## src/rtl/shl_op.sv

```systemverilog
// shl_op: shift-left / add functional unit for HLS datapaths.
// Combinational shift (out) and add (sum, cout) are always available.
// A one-stage registered path captures either result on request.
module shl_op #(
  parameter int WIDTH = 32
) (
  input  logic             clk,
  input  logic             rst,
  input  logic [WIDTH-1:0] in0,
  input  logic [WIDTH-1:0] in1,
  output logic [WIDTH-1:0] out,
  output logic [WIDTH-1:0] sum,
  output logic             cout,
  input  logic             op,
  input  logic             in_valid,
  output logic [WIDTH-1:0] res_q,
  output logic             carry_q,
  output logic             valid_q
);

  // Width of a shift amount that can address every bit position.
  localparam int SHW = (WIDTH > 2) ? $clog2(WIDTH) : 1;

  // WIDTH expressed at operand width, so the out-of-range test needs no
  // widening of in1.
  localparam logic [WIDTH-1:0] WIDTH_V = WIDTH'(WIDTH);

  // Registered-path operation select.
  typedef enum logic {
    OP_SHL = 1'b0,
    OP_ADD = 1'b1
  } op_e;

  // Reject unsupported widths at elaboration time.
  if (WIDTH < 2 || WIDTH > 64) begin : g_width_check
    $error("shl_op: WIDTH must be in 2..64");
  end

  logic             shift_oob;
  logic [SHW-1:0]   shamt;
  logic [WIDTH:0]   add_full;
  op_e              op_sel;

  assign op_sel = op_e'(op);

  // Shift: every bit of in1 matters, so any amount >= WIDTH clears the
  // result instead of wrapping modulo WIDTH.
  always_comb begin
    shift_oob = (in1 >= WIDTH_V);
    shamt     = in1[SHW-1:0];
    out       = shift_oob ? '0 : (in0 << shamt);
  end

  // Add: one bit wider than the operands so the carry falls out directly.
  always_comb begin
    add_full = {1'b0, in0} + {1'b0, in1};
    sum      = add_full[WIDTH-1:0];
    cout     = add_full[WIDTH];
  end

  // Registered result: capture on in_valid, hold otherwise; valid_q pulses
  // for one cycle per capture. Reset clears everything without a clock.
  always_ff @(posedge clk or negedge rst) begin
    if (!rst) begin
      res_q   <= '0;
      carry_q <= 1'b0;
      valid_q <= 1'b0;
    end else begin
      // NOTE: state registers use non-blocking assignment so every flop
      // samples pre-edge values regardless of statement order.
      valid_q <= in_valid;
      if (in_valid) begin
        if (op_sel == OP_ADD) begin
          res_q   <= sum;
          carry_q <= cout;
        end else begin
          res_q   <= out;
          carry_q <= 1'b0;
        end
      end
    end
  end

endmodule

```

## config.mk

```make
export PLATFORM = sky130hd
export DESIGN_NAME = shl_op
export DESIGN_NICKNAME = d
export VERILOG_FILES = /design/src/rtl/shl_op.sv
export SDC_FILE = /design/constraint.sdc
export NUM_CORES = 1
export LEC_CHECK = 0
export ABC_AREA = 0
export CORE_ASPECT_RATIO = 0.75
export CORE_UTILIZATION = 45
export DETAILED_ROUTE_END_ITERATION = 8
export PLACE_DENSITY = 0.77
export SLEW_MARGIN = 15
export SYNTH_ARGS = -nofsm -noshare
export SYNTH_HDL_FRONTEND = slang
export SYNTH_SLANG_ARGS = --single-unit
```

## constraint.sdc

```tcl
create_clock -name clk -period 4.05 [get_ports clk]
set_input_delay 0.405 -clock clk [delete_from_list [all_inputs] [get_ports clk]]
set_output_delay 0.405 -clock clk [all_outputs]
set_load 0.05 [all_outputs]
```

==> flow_summary_export.csv, run 1 <==
group,metric,value,unit
cts,post-cts-setup-buffers,0,
grt,grt_pass1_vias,5609,
timing,finalCritPeriodShare,98.04,%
timing,fin_skew,0,ns
timing,tns,0,ns
layout,seq_area,850.8,um2
hold_path,hold_class,"reg2reg",
setup_path,cp_top_family,"compound AO/OA/AOI/OAI gates",
hold_path,hold_end,"res_q[0]",
floorplanning,dieArea,12520,um2
logic_synthesis,yosys_register_bits,34,
route,dr.pass1.iters,5,
pwr,peakVddDrop,0.0001572,V
cts,cts_buffers,5,
pwr,power_switching,1.157,mW
cts,clock_path_buffers,2,
grt,gr-usage-met3,4.460,%
run,drv_cap,0,
cts,cts.sinks,34,
hold_path,whs_path_depth,2,
logic_synthesis,ys_warn_count,0,
setup_path,cp-start-kind,"input pin",
floorplanning,fp.dieW,128.9,um
floorplanning,initial_core_util,46.61,%
route,num_vias,6235,
grt,grt_max_degree,55,
layout,area_growth,43.94,%
cts,clock_latency,0.27,ns
placed_design,pre_cts_ws,0.1925,ns
setup_path,crit_path_max_fanout,5,
placed_design,globalplace.congestion,0.9353,
setup_path,crit_buf_inv,2,
placed_design,hpwl,16940,um
setup_path,worstPathRequired,3.64,ns
logic_synthesis,synth_cells,668,
layout,fillerInstances,974,
logic_synthesis,synth_top_area_share,15.66,%
setup_path,cp_slowest_stage_delay,0.52,ns
floorplanning,placementRows,34,
cts,clockRootBuffer,"clkbuf_16",
layout,antennaDiodeCount,0,
timing,hold_violations,0,
setup_path,cp-end-kind,"output pin",
timing,fmax,0.2519,GHz
grt,grt_overflow,0,
timing,worstMarginPinSlew,0.9296,ns
setup_path,r2r_end,"res_q[23]",
grt,top_usage_layer,"met1",
logic_synthesis,synth-main-ff-cell,"dfrtp_1",
logic_synthesis,syn_nets,770,
logic_synthesis,async_reset_ff_share,100.0,%
grt,grt_pass1_wl,31600,um
floorplanning,coreArea,11660,um2
hold_path,hold_path.startpoint,"res_q[0]",
logic_synthesis,synth.most_common_cell,"nand2_1",
timing,min_period,3.970,ns
timing,setup_viol,0,
placed_design,dp.cells,978,
setup_path,crit_type,"in2out",
pwr,p_comb_share,67.5,%
logic_synthesis,synth_area,5433,um2
run_status,outcome,"finished clean",
timing,final_max_slew_viol_count,0,
timing,setup_slack,0.07954,ns
cts,h-tree-depth,2,
floorplanning,ios,167,
floorplanning,dieHeight,97.16,um
pwr,power.density,313.4,nW/um2
cts,clkTransAtPathRegs,0.05,ns
placed_design,port_buffers,166,
grt,antenna_found_initial,0,
timing,rsz0062_at_grt,"false",
grt,met1_usage,51.69,%
setup_path,worst_ep_arrival_time,3.57,ns
route,via_per_inst,6.324,
route,wl_per_cell,20.95,um
route,ant_nets,0,
setup_path,reg2reg_depth,2,
logic_synthesis,synth.avg_cell_area,8.133,um2
route,wirelength,20660,um
route,first_iter_violations,632,
layout,multi_input_area,4228,um2
pwr,leakagePower,3.311,nW
layout,final_cells,986,
setup_path,path_cells,"clkdlybuf4s50_1 -> ha_1 -> a21oi_1 -> o21ai_0 -> a311o_1 -> a311o_1 -> a31oi_1 -> nor2_1 -> xor2_1 -> buf_12",
cts,cts_tree,"built",
logic_synthesis,ys_seq_area_share,15.66,%
logic_synthesis,synthTopCellsByArea,"dfrtp_1 (16%), mux2i_1 (8.1%), ha_1 (7.6%)",
layout,final_core_util,67.09,%
grt,grt_util_met2,47.07,%
logic_synthesis,yosysTopAreaCell,"dfrtp_1",
logic_synthesis,synth_edf_count,0,
layout,layout.nets,925,
layout,drive_above_1_share,17.72,%
logic_synthesis,synth_cell_types,72,
setup_path,cp_common_cell,"a311o_1",
route,drc,0,
timing,slew_headroom,37.96,%
setup_path,cp_slowest_cell,"clkdlybuf4s50_1",
setup_path,r2r_setup_slack,3.04,ns
logic_synthesis,synth_commonest_cells,"nand2_1 (67), nor2_1 (64), a21oi_1 (63), mux2i_1 (44), dfrtp_1 (34)",
pwr,p_sw_share,47.22,%
grt,grt_use_total,32.77,%
pwr,clockPowerShare,15.7,%
pwr,seq_power_share,16.8,%
pwr,internal_power,1.293,mW
setup_path,r2r_start,"res_q[23]",
## repair_timing
| action | CTS | global route |
|---|---|---|
| endpoints found under the hold margin | 0 | 0 |
| hold buffers | 0 | 0 |
| setup endpoints to repair | 0 | 3 |
| gates resized for setup | 0 | 2 |
## kinds of logic (layout without fill, tap and decap cells)
family,after synthesis,count (layout),share of synthesized area (%)
adders and majority gates,34,34,7.969
DFF,34,34,15.66
xor gates and xnor gates,25,25,4.030
AOI/OAI and AO/OA,188,188,22.94
and+or+nand+nor,232,232,20.13
buffers and inverters,75,231,6.656
muxes,80,80,22.62
## final cells by class
class | count | area share [%]
tap | 162 | 2.592
inverter | 28 | 1.344
sequential | 34 | 10.88
clock inverter | 2 | 0.1600
multi-input combinational | 559 | 54.06
clock buffer | 6 | 1.776
timing repair buffer | 195 | 29.18
## worst register-to-register path: stages (launching register included)
cell and delay [ns]:
dfrtp_1 0.39, a32oi_1 0.13, or3b_1 0.36
## worst max path at each step
stage               cells after the start       to  slack, ns  startpoint
floorplan                               9  sum[29]       0.67     in0[22]
global placement                       10  sum[29]       0.14     in0[22]
detailed placement                     10  sum[29]       0.19     in0[22]
CTS                                    10  sum[29]       0.18     in0[22]
global route                           11  sum[26]       0.01      in0[8]
finish                                 10  sum[31]       0.08     in0[22]
## power groups by stage
| stage | Sequential (mW) | Clock [mW] | Combinational (mW) |
|---|---|---|---|
| finish | 0.411 | 0.385 | 1.65 |
| detailed placement | 0.416 | 0 | 1.62 |
| CTS | 0.411 | 0.387 | 1.63 |
| global placement | 0.413 | 0 | 1.61 |
| global route | 0.416 | 0.401 | 1.73 |
| floorplan | 0.571 | 0 | 0.787 |
## registers in the layout, summed over array words and instances, names as in the netlist
signal and cells:
carry_q 1, res_q 32, valid_q 1
## layer usage
layer  part of all wire, %  vias up
met3                    10       29
met1                    47     2997
met5                     0        -
li1                      -     2832
met2                    42      377
met4                   1.1        0
## through the flow
stage                     area (um2)  hold slack [ns]  total power [mW]
final                           7820           0.5056             2.451
after global routing            7820           0.5337             2.542
after CTS                       7812           0.5101             2.428
after detailed placement        7661           0.4970             2.039
after global placement          7661           0.4901             2.026
after floorplan                 5433           0.1094             1.358
## cells in the final DEF (no fill, tap or decap), drive strengths merged, types with 6 or more instances in the layout
cell type      count
nor3              18
o211ai             9
mux4              30
or3               10
a21o              11
clkbuf             6
a211oi             8
and2               8
a31oi             16
clkdlybuf4s50     99
nand3             18
buf               96
xor2               6
o21ai             29
dfrtp             34
nor4               7
ha                33
mux2               6
a221o              6
nand2             67
inv               27
and3               6
mux2i             44
nand4              9
nor2              65
xnor2             19
a21oi             64
nor2b              8
or2                6
No activity file was read; power rests on OpenSTA's default activity.
==> run 2, diff against run 1 <==
--- a/config.mk
+++ b/config.mk
@@ -9,7 +9,7 @@
 export CORE_ASPECT_RATIO = 0.75
 export CORE_UTILIZATION = 45
 export DETAILED_ROUTE_END_ITERATION = 8
-export PLACE_DENSITY = 0.77
+export PLACE_DENSITY = 0.83
 export SLEW_MARGIN = 15
 export SYNTH_ARGS = -nofsm -noshare
 export SYNTH_HDL_FRONTEND = slang
==> run 2 against run 1 <==
Global-route usage rose by 1.6 points; final cell count is 0.20% lower; flip-flop and latch count unchanged; via count grew 0.64%; maximum frequency increased by 2.5%; largest power group unchanged.
==> flow_summary_export.csv, run 2 (same netlist as run 1, synthesis figures left out) <==
group,metric,value,unit
setup_path,r2r_setup_slack,2.92,ns
cts,h-tree-depth,2,
cts,cts_tree,"built",
layout,final_common_cell,"clkdlybuf4s50_1",
setup_path,worstPathRequired,3.64,ns
grt,grt_use_total,34.32,%
timing,slew_headroom,29.89,%
timing,finalCritPeriodShare,95.61,%
cts,cts.sinks,34,
cts,clock_latency,0.27,ns
grt,grt_pass1_wl,32970,um
timing,fin_skew,0,ns
layout,largest_register_ffs,32,
layout,final_cell_mix,"clkdlybuf4s50_1 (100), nand2_1 (67), nor2_1 (64)",
cts,clkTransAtPathRegs,0.05,ns
layout,top_regs,"res_q x32, carry_q x1, valid_q x1",
route,wirelength,21430,um
layout,antennaDiodeCount,0,
layout,drive_above_1_share,17.27,%
timing,rsz0062_at_grt,"false",
run_status,outcome,"finished clean",
hold_path,hold_class,"reg2reg",
floorplanning,dieArea,12520,um2
grt,grt_overflow,0,
pwr,finalPower,2.432,mW
setup_path,r2r_end,"res_q[23]",
setup_path,reg2reg_depth,2,
route,via_per_inst,6.377,
timing,worstMarginPinSlew,1.051,ns
floorplanning,dieHeight,97.16,um
placed_design,hpwl,17440,um
placed_design,pre_cts_ws,0.1609,ns
run,drv_cap,0,
grt,grt_pass1_vias,5814,
layout,fillerInstances,965,
setup_path,crit_path_max_fanout,5,
pwr,peakVddDrop,0.0001795,V
route,wl_per_cell,21.78,um
setup_path,crit_type,"in2out",
route,ant_nets,0,
route,num_vias,6275,
pwr,power.density,311.9,nW/um2
timing,setup_slack,0.1776,ns
placed_design,globalplace.congestion,0.9216,
layout,regMostFlops,"res_q",
grt,antenna_found_initial,0,
cts,clock_path_buffers,2,
floorplanning,ios,167,
timing,hold_violations,0,
timing,min_period,3.872,ns
floorplanning,placementRows,34,
floorplanning,coreArea,11660,um2
placed_design,port_buffers,166,
route,drc,0,
setup_path,cp-end-kind,"output pin",
cts,clockRootBuffer,"clkbuf_16",
timing,whs,0.5148,ns
cts,cts_buffers,5,
hold_path,whs_path_depth,2,
floorplanning,initial_core_util,46.61,%
route,dr.pass1.iters,5,
route,first_iter_violations,763,
setup_path,cp-start-kind,"input pin",
layout,seq_area,850.8,um2
layout,layout.nets,924,
setup_path,worst_ep_arrival_time,3.47,ns
floorplanning,fp.dieW,128.9,um
setup_path,r2r_start,"res_q[23]",
pwr,leakagePower,3.307,nW
cts,post-cts-setup-buffers,0,
cts,hold_buffers,0,
hold_path,hold_end,"res_q[29]",
grt,grt_max_degree,54,
timing,setup_viol,0,
layout,multi_input_area,4228,um2
timing,fmax,0.2582,GHz
layout,area_growth,43.55,%
timing,final_max_slew_viol_count,0,
hold_path,hold_path.startpoint,"res_q[29]",
timing,tns,0,ns
-- run 2: cell types whose count changed in the layout (fill, tap and decap cells not counted), sizes merged --
cell	change
clkdlybuf4s50	+1
clkbuf	-1
clkinvlp	-1
clkinv	+1
buf	-2
-- run 2: per-stage QoR --
stage,utilization (%),instance area (um2),std cells
2_1_floorplan,-,5433,668
3_3_place_gp,65.68,7656,977
3_5_place_dp,65.68,7656,977
4_1_cts,66.84,7791,984
5_1_grt,66.91,7799,984
6_report,66.91,7799,984
-- run 2: worst max-delay path by stage --
stage	from	end	slack, ns	cells after the start
after global placement	in0[22]	sum[31]	0.20	10
after detailed placement	in0[9]	sum[26]	0.16	11
after CTS	in0[9]	sum[26]	0.14	11
after floorplan	in0[22]	sum[29]	0.67	9
after global routing	in0[8]	sum[25]	0.01	10
final	in0[22]	sum[31]	0.18	10
-- run 2: timing repair --
action / CTS / global route
hold endpoints to repair: 0 / 0
gates resized for setup: 0 / 1
setup endpoints to repair: 0 / 1
-- run 2: worst max-delay path, cell delays in order --
cell,delay (ns)
clkdlybuf4s50_1,0.61
ha_1,0.29
a21oi_1,0.30
o21ai_0,0.19
a311o_1,0.44
a311o_1,0.36
a31oi_1,0.29
nor2_1,0.14
xor2_1,0.25
buf_12,0.18
-- run 2: cell type report --
class                      count  area share [%]
clock buffer                   5           1.604
clock inverter                 2          0.1283
inverter                      28           1.348
multi-input combinational    559           54.21
sequential                    34           10.91
tap                          162           2.599
timing repair buffer         194           29.20
-- run 2: routing by layer --
layer / share of wire [%] / GRT usage, %
met5: 0 / 0
met1: 45 / 52.97
met4: 1.2 / 5.792
met2: 41 / 47.90
met3: 13 / 8.756
-- run 2: report_power, final --
part           internal (mW)  switching (mW)  total [mW]  leakage (nW)
registers              0.385          0.0269       0.412         0.417
clock network          0.222           0.138       0.360        0.0694
logic                  0.665           0.995        1.66          2.82
total                   1.27            1.16        2.43          3.31
==> run 3, diff against run 2 <==
--- a/config.mk
+++ b/config.mk
@@ -6,10 +6,11 @@
 export NUM_CORES = 1
 export LEC_CHECK = 0
 export ABC_AREA = 0
+export CAP_MARGIN = 20
 export CORE_ASPECT_RATIO = 0.75
 export CORE_UTILIZATION = 45
 export DETAILED_ROUTE_END_ITERATION = 8
-export PLACE_DENSITY = 0.83
+export PLACE_DENSITY = 0.84
 export SLEW_MARGIN = 15
 export SYNTH_ARGS = -nofsm -noshare
 export SYNTH_HDL_FRONTEND = slang
==> run 3 against run 2 <==
Via count is 2.5% lower; sequential share of layout area hardly changed; critical endpoint is now sum[29]; maximum frequency is 0.46% higher; wire length is 8.0% lower; final cell count is 0.20% lower; sequential power hardly changed; first-iteration DRC count is 3.8% lower; worst hold slack better by 0.00063 ns; clock power is 6.7% higher; utilization is 0.064 points higher; flip-flop and latch count stayed put.
==> flow_summary_export.csv, run 3 (same netlist as run 1, synthesis figures left out) <==
group,metric,value,unit
setup_path,cp-end-kind,"output pin",
floorplanning,initial_core_util,46.61,%
setup_path,worstPathRequired,3.64,ns
floorplanning,ios,167,
route,first_iter_violations,734,
route,top_layer,"met4",
floorplanning,dieArea,12520,um2
setup_path,cp_slowest_stage_delay,0.52,ns
timing,slew_headroom,36.85,%
route,drc,0,
route,dr.pass1.iters,5,
layout,top_regs,"res_q x32, carry_q x1, valid_q x1",
floorplanning,fp.dieW,128.9,um
cts,cts_buffers,5,
route,via_per_inst,6.228,
timing,whs,0.5154,ns
setup_path,cp-start-kind,"input pin",
placed_design,hpwl,16030,um
setup_path,crit_type,"in2out",
timing,tns,0,ns
grt,grt_overflow,0,
grt,grt_use_total,31.09,%
layout,antennaDiodeCount,0,
timing,min_period,3.855,ns
placed_design,placed_cell_area,7634,um2
route,wirelength,19720,um
layout,fillerInstances,974,
timing,final_max_slew_viol_count,0,
layout,regMostFlops,"res_q",
pwr,p_comb_share,67.4,%
pwr,p_sw_share,46.89,%
grt,grt_pass1_vias,5393,
grt,antenna_found_initial,0,
route,wl_met2,8031,um
pwr,leakagePower,3.286,nW
route,wl_per_cell,20.08,um
pwr,internal_power,1.294,mW
hold_path,hold_class,"reg2reg",
layout,fin_area,7806,um2
setup_path,worst_ep_arrival_time,3.45,ns
pwr,peakVddDrop,0.0001898,V
placed_design,globalplace.congestion,1.003,
pwr,power.density,312.1,nW/um2
cts,clkTransAtPathRegs,0.05,ns
setup_path,crit_path_max_fanout,5,
route,wl_met1,8875,um
pwr,clockPowerShare,15.8,%
layout,drive_above_1_share,17.68,%
setup_path,cp_slowest_cell,"clkdlybuf4s50_1",
pwr,power_switching,1.142,mW
timing,fin_skew,0,ns
cts,clockRootBuffer,"clkbuf_16",
cts,cts_tree,"built",
grt,grt_pass1_wl,30000,um
layout,largest_register_ffs,32,
layout,final_common_cell,"clkdlybuf4s50_1",
cts,h-tree-depth,2,
cts,cts.sinks,34,
pwr,seq_power_share,16.8,%
placed_design,port_buffers,166,
layout,final_cell_mix,"clkdlybuf4s50_1 (100), nand2_1 (67), nor2_1 (64)",
timing,rsz0062_at_grt,"false",
timing,fmax,0.2594,GHz
layout,layout.nets,921,
run_status,outcome,"finished clean",
timing,hold_violations,0,
route,ant_nets,0,
layout,area_growth,43.69,%
route,num_vias,6116,
floorplanning,dieHeight,97.16,um
grt,grt_max_degree,54,
timing,setup_viol,0,
floorplanning,placementRows,34,
timing,setup_slack,0.1955,ns
run,drv_cap,0,
timing,worstMarginPinSlew,0.9463,ns
cts,clock_latency,0.28,ns
layout,final_core_util,66.97,%
floorplanning,coreArea,11660,um2
timing,finalCritPeriodShare,95.17,%
placed_design,pre_cts_ws,0.2307,ns
route,wl_met3,2609,um
setup_path,path_cells,"clkdlybuf4s50_1 -> ha_1 -> a21oi_1 -> o21ai_0 -> a311o_1 -> or3_1 -> a31oi_1 -> nor2_1 -> xnor2_1 -> buf_12",
cts,clock_path_buffers,2,
run 3: power by group through the flow:
stage	clock network (mW)	registers [mW]	logic, mW
after global routing	0.401	0.415	1.72
after CTS	0.385	0.410	1.62
after global placement	0	0.413	1.61
final	0.384	0.410	1.64
after floorplan	0	0.571	0.787
after detailed placement	0	0.415	1.61
run 3: timing repair:
action                     CTS  global route
setup endpoints to repair    0             5
gates resized for setup      0             7
hold buffers                 0             0
setup buffers                0             0
run 3: path summary, 6_finish.rpt:
| kind | slack (ns) | endpoint | from | depth (start not counted) |
|---|---|---|---|---|
| worst max-delay path | 0.20 | sum[29] | in0[22] | 10 |
| worst min-delay path | 0.52 | res_q[0] | res_q[0] | 2 |
| worst max register to register | 3.02 | res_q[18] | res_q[18] | 2 |
| worst min register to register | 0.52 | res_q[0] | res_q[0] | 2 |
| max in group asynchronous | 3.18 | res_q[1] | rst | 2 |
| min in group asynchronous | 0.55 | res_q[31] | rst | 2 |
run 3: critical path, delay by kind of cell:
family,cells,cell delay (ns)
xor+xnor,1,0.26
simple gates,2,0.46
compound gates,4,1.27
fa+ha+maj,1,0.35
buf+inv,2,0.70
run 3: stage by stage:
| step | instances | total power, mW |
|---|---|---|
| 2_1_floorplan | 668 | 1.358 |
| 3_3_place_gp | 974 | 2.018 |
| 3_5_place_dp | 974 | 2.025 |
| 4_1_cts | 982 | 2.411 |
| 5_1_grt | 982 | 2.532 |
| 6_report | 982 | 2.436 |
run 3: final cells by class:
type | count | area, um2 | area share, %
Inverter | 28 | 105.1 | 1.346
Clock inverter | 1 | 5.005 | 0.06411
Clock buffer | 7 | 142.6 | 1.827
Tap cell | 162 | 202.7 | 2.597
Sequential cell | 34 | 850.8 | 10.90
Timing Repair Buffer | 191 | 2255 | 28.88
Multi-Input combinational cell | 559 | 4245 | 54.38
run 3: layer usage:
layer	track usage, %	vias up
met5	0	-
met1	49.18	2880
met2	42.74	389
met4	5.430	0
met3	6.828	21
li1	-	2826
